## config.mk

```make
export PLATFORM = sky130hd
export DESIGN_NAME = neuron_scheduler
export DESIGN_NICKNAME = d
export VERILOG_FILES = /design/src/rtl/neuron_scheduler.sv
export SDC_FILE = /design/constraint.sdc
export NUM_CORES = 1
export LEC_CHECK = 0
export ABC_CLOCK_PERIOD_IN_PS = 3800
export BUFFER_PORTS_ARGS = -buffer_cell sky130_fd_sc_hd__buf_2
export CAP_MARGIN = 20
export CORE_UTILIZATION = 40
export CTS_BUF_LIST = sky130_fd_sc_hd__clkbuf_8
export DETAILED_ROUTE_END_ITERATION = 7
export PLACE_DENSITY = 0.7
export SLEW_MARGIN = 5
export SYNTH_ARGS = -nofsm -noshare
export SYNTH_HDL_FRONTEND = slang
export SYNTH_SLANG_ARGS = --single-unit
```

## constraint.sdc

```tcl
create_clock -name clk -period 3.8 [get_ports clk]
set_input_delay 0.57 -clock clk [delete_from_list [all_inputs] [get_ports clk]]
set_output_delay 0.57 -clock clk [all_outputs]
set_load 0.01 [all_outputs]
```

## src/rtl/neuron_scheduler.sv

```systemverilog
// Time-multiplexed leaky integrate-and-fire layer controller.
// Walks all neurons once per timestep through one shared update path.
module neuron_scheduler #(
    parameter int N_NEURONS   = 8,
    parameter int IDX_W       = 3,
    parameter int W           = 8,
    parameter int THRESH_INIT = 32
) (
    input  logic             clk,
    input  logic             reset,
    input  logic             start,
    input  logic             clear,
    input  logic             cfg_we,
    input  logic [W-1:0]     cfg_threshold,
    output logic             cur_req,
    output logic [IDX_W-1:0] cur_idx,
    input  logic             cur_valid,
    input  logic [W-1:0]     cur_data,
    output logic             spike_out,
    output logic [IDX_W-1:0] spike_idx,
    output logic             busy,
    output logic             done
);

    typedef enum logic [1:0] {
        IDLE,
        FETCH,
        UPDATE,
        DONE
    } state_t;

    localparam logic [IDX_W-1:0] LAST = IDX_W'(N_NEURONS - 1);

    state_t           state_q;
    state_t           state_d;
    logic [W-1:0]     vmem [N_NEURONS];
    logic             spk  [N_NEURONS];
    logic [W-1:0]     thr;
    logic [IDX_W-1:0] idx;
    logic [W-1:0]     cur_q;

    logic [W-1:0]     leak;
    logic [W:0]       sum;
    logic [W-1:0]     new_v;
    logic             fire;

    // A neuron that just fired restarts from a clean integration.
    always_comb begin
        leak  = spk[idx] ? '0 : (vmem[idx] >> 1);
        sum   = {1'b0, cur_q} + {1'b0, leak};
        new_v = sum[W] ? '1 : sum[W-1:0];
        fire  = (new_v >= thr);
    end

    always_comb begin
        state_d = state_q;
        unique case (state_q)
            IDLE:   if (start) state_d = FETCH;
            FETCH:  if (cur_valid) state_d = UPDATE;
            UPDATE: state_d = (idx == LAST) ? DONE : FETCH;
            DONE:   state_d = IDLE;
            default: state_d = IDLE;
        endcase
    end

    always_ff @(posedge clk or posedge reset) begin
        if (reset) begin
            state_q <= IDLE;
        end else begin
            state_q <= state_d;
        end
    end

    always_ff @(posedge clk or posedge reset) begin
        if (reset) begin
            idx       <= '0;
            thr       <= W'(THRESH_INIT);
            cur_q     <= '0;
            spike_out <= 1'b0;
            spike_idx <= '0;
            for (int i = 0; i < N_NEURONS; i++) begin
                vmem[i] <= '0;
                spk[i]  <= 1'b0;
            end
        end else begin
            spike_out <= 1'b0;
            unique case (state_q)
                IDLE: begin
                    if (start) begin
                        idx <= '0;
                    end else if (clear) begin
                        for (int i = 0; i < N_NEURONS; i++) begin
                            vmem[i] <= '0;
                            spk[i]  <= 1'b0;
                        end
                    end else if (cfg_we) begin
                        thr <= cfg_threshold;
                    end
                end
                FETCH: begin
                    if (cur_valid) cur_q <= cur_data;
                end
                UPDATE: begin
                    vmem[idx] <= new_v;
                    spk[idx]  <= fire;
                    spike_out <= fire;
                    spike_idx <= idx;
                    if (idx != LAST) idx <= idx + 1'b1;
                end
                default: ;
            endcase
        end
    end

    assign cur_req = (state_q == FETCH);
    assign cur_idx = idx;
    assign busy    = (state_q != IDLE);
    assign done    = (state_q == DONE);

endmodule

```

==> results by group <==
Min path
  – Worst Hold Class: in -> async

Route
  – Post-route ant nets: 0
  – Detailed Route WL: ~14,000 um
  – Iteration-0 DRC Markers: 417
  – Mean routed wirelength per cell: about 20 um
  – Drt drc: 0
  – Vias/cell: about 5.8
  – Routed via count: between 4,000 and 5,000
  – Drt pass-1 iters: 5

Timing
  – Final setup vio count: 9
  – Worst-Margin Slew: around 1.0 ns
  – Slew margin rel.: between 30% and 40%
  – Setup_tns: -0.756 ns
  – Final period util: 103%
  – Clk_skew: approximately 0.012 ns
  – RSZ-0062 raised after global routing: true
  – Final WS setup: -0.117 ns
  – Final Max Slew Viols: 0
  – Hold WS: approximately 0.27 ns
  – Fmax: 0.255 GHz
  – Min Tclk post-route: slightly below 4 ns
  – Fin. Hold Viols: 0

Synth
  – Syn Nets: ~510
  – Mean Syn Cell Area: 10.3 um^2
  – Seq/Total Area, Yosys: between 40% and 50%
  – Post-synthesis mux area share: between 10% and 20%
  – Largest family of logic cells by synthesized area: compound AO/OA/AOI/OAI gates
  – Synth Instances: 467
  – Post-synthesis compound-gate area fraction: 17.3%
  – Async S/R FF share, synth: 100%
  – EDFF count, synth: 0
  – Adder-cell share of the synthesized area: 4.84%
  – Mapped Area: about 4800 um^2
  – Dominant synthesized flop cell: dfrtp_1
  – XOR/XNOR share of the synthesized area: 0.364%
  – Post-synthesis register bit count: between 80 and 90
  – Synth Area in Simple Gates: between 15 and 20%
  – Synth Warn #: 0
  – Cell variety after synth: 57

Floorplanning
  – Die Height: 112 um
  – Rows: 39
  – Die area: around 12,000 um^2
  – Core area: ~12,000 um^2
  – Die width: between 100 and 150 um
  – Initial Util: around two fifths
  – # IOs: 32

Cells and area
  – Fill cells: between 1,000 and 1,500
  – Synthesis-to-finish area growth: 24.5%
  – N_diodes: 0
  – Fin util: 51.8%
  – Layout cell share with drive strength beyond 1: 34.4%
  – Layout net count: 596

Clock network
  – Clock Path Buffers: 2
  – H-tree Lvls: 3
  – Clock Pin Slew Worst Setup and Hold Paths: 0.10 ns
  – CTS Buf Count: 9
  – Total clock sinks: 89
  – Root Buffer: clkbuf_8
  – CTS tree: yes
  – Clock insertion delay at the later pin of the skew report: 0.39 ns
  – Hold-fix buffers, CTS: 0

Pwr
  – Power per cell area: between 1000 and 1500 nW/um^2
  – P_leak: about 2.9 nW
  – Worst vdd ir: just over 0.0008 V

Global route
  – Antenna violations before repair: 0
  – Number of global-route vias before repair: ~4,000
  – Total GRT Usage: a little under a quarter
  – Largest net degree at the start of global routing: between 40 and 50
  – First-pass GRT wire length: 21,900 um
  – GRT Residual Overflow: 0

Run
  – Max Cap Viol: 0

Outcome
  – Status: finished with violations
  – Violated checks: setup timing

Setup path
  – Path type of the worst setup path: reg -> reg
  – Worst Path Max Fanout: 5
  – Data arrival, critical path: about 4.2 ns
  – Setup crit end kind: flop
  – Worst Setup Start Kind: flop
  – Critical Path RT: between 4 and 5 ns

Placed design
  – PortBufs: 31
  – HPWL Detailed: slightly below 10,000 um
  – GPL Wtd Cong: about 0.92
registers in the layout, summed over array words and instances, names as in the netlist:
signal and flops:
cur_idx 3, thr 8, state_q 2, vmem 56, spk 8, spike_idx 3
cur_q 8, spike_out 1
critical path, stage by stage (launching register included):
cell and delay [ns]:
dfrtp_2 0.45, buf_12 0.13, mux4_2 0.51, mux2i_4 0.18, nor2_2 0.07, ha_2 0.20, fa_2 0.37, a21o_1 0.19
a21oi_2 0.13, buf_4 0.15, buf_6 0.08, o31a_1 0.22, buf_6 0.14, o21ai_4 0.06, ha_2 0.19, a21o_1 0.18
a21oi_4 0.18, nand2b_4 0.10, a21oi_4 0.20, o21ai_1 0.09
kinds of logic after synthesis:
family / after synthesis
simple gates: 158
compound gates: 120
flops: 89
mux: 49
buf+inv: 31
fa+ha+maj: 18
xor+xnor: 2
repair_timing:
| item | CTS | global route |
|---|---|---|
| gates resized for setup | 30 | 11 |
| cloned | 1 | 0 |
| endpoints found under the setup margin | 9 | 17 |
| hold endpoints to repair | 0 | 0 |
| setup buffers | 16 | 5 |
| pin swaps | 25 | 21 |
cells in the final DEF (no fill, tap or decap), drive strengths merged, types with 2 or more instances in the layout:
master    instances
and3              8
a22oi            12
clkinv            4
a21oi            15
mux2i            17
mux4              5
a221oi            2
and2              7
or2               3
inv              11
nand2b            4
nand3             6
xor2              2
a211oi            2
a221o             2
ha               17
nor2b             4
buf              96
o21ai            41
nor3              4
clkinvlp          3
o22ai             2
clkbuf            9
nand2            75
nand3b            2
nor3b             2
mux2             27
and3b             2
a21o              5
nor2             38
a22o             30
dfrtp            88
per-layer routing:
| metal | vias up | share of wire (%) | global-route usage [%] | wire length, um |
|---|---|---|---|---|
| li1 | 1866 | - | - | - |
| met1 | 2005 | 43 | 30.1 | 6030 |
| met2 | 144 | 47 | 36.9 | 6600 |
| met3 | 51 | 5.4 | 4.68 | 759 |
| met4 | 0 | 5.2 | 14.1 | 739 |
| met5 | - | 0 | 0 | 0 |
per-stage QoR:
step	setup WS (ns)	area, um^2	power [mW]	cells
finish	-0.117	5990	6.06	704
detailed placement	-0.336	5440	4.50	671
CTS	-0.0779	5910	5.71	704
global placement	-0.193	5440	4.40	671
floorplan	0.00108	4840	3.34	467
global route	-0.265	5990	6.38	704
power by group:
| group | switching [mW] | internal, mW |
|---|---|---|
| Combinational | 2.19 | 1.80 |
| Sequential | 0.218 | 1.19 |
| Clock | 0.370 | 0.302 |
| Total | 2.78 | 3.28 |
synthesized netlist by cell type (all sizes together) (8+ instances only):
cell type / number / area, um^2
dfrtp: 88 / 2200
nand2: 75 / 282
o21ai: 41 / 213
nor2: 38 / 168
a22o: 30 / 263
mux2: 27 / 308
ha: 17 / 213
mux2i: 17 / 170
buf: 16 / 97.6
a21oi: 14 / 77.6
a22oi: 12 / 95.1
inv: 12 / 45.0
and3: 8 / 50.1
layout make-up:
class                   count  area [um^2]  share of cell area [%]
flip-flops and latches     89         2230                    37.3
clock buffers               9          124                    2.07
multi-input cells         348         2650                    44.3
well taps                 143          179                    2.99
repair buffers             96          682                    11.4
clock inverters             7         71.3                    1.19
inverters                  12         46.3                   0.773
path summary, 6_finish.rpt:
| kind | from | end | slack (ns) | cells after the start |
|---|---|---|---|---|
| max | cur_idx[1] | spk[7] | -0.12 | 19 |
| min | reset | vmem[22] | 0.27 | 2 |
| max reg2reg | cur_idx[1] | spk[7] | -0.12 | 19 |
| min reg2reg | vmem[17] | vmem[17] | 0.49 | 2 |
| max in group asynchronous | reset | thr[5] | 2.69 | 3 |
| min in group clk | cur_valid | state_q[0] | 0.38 | 2 |
(Power assumes the default switching activity.)
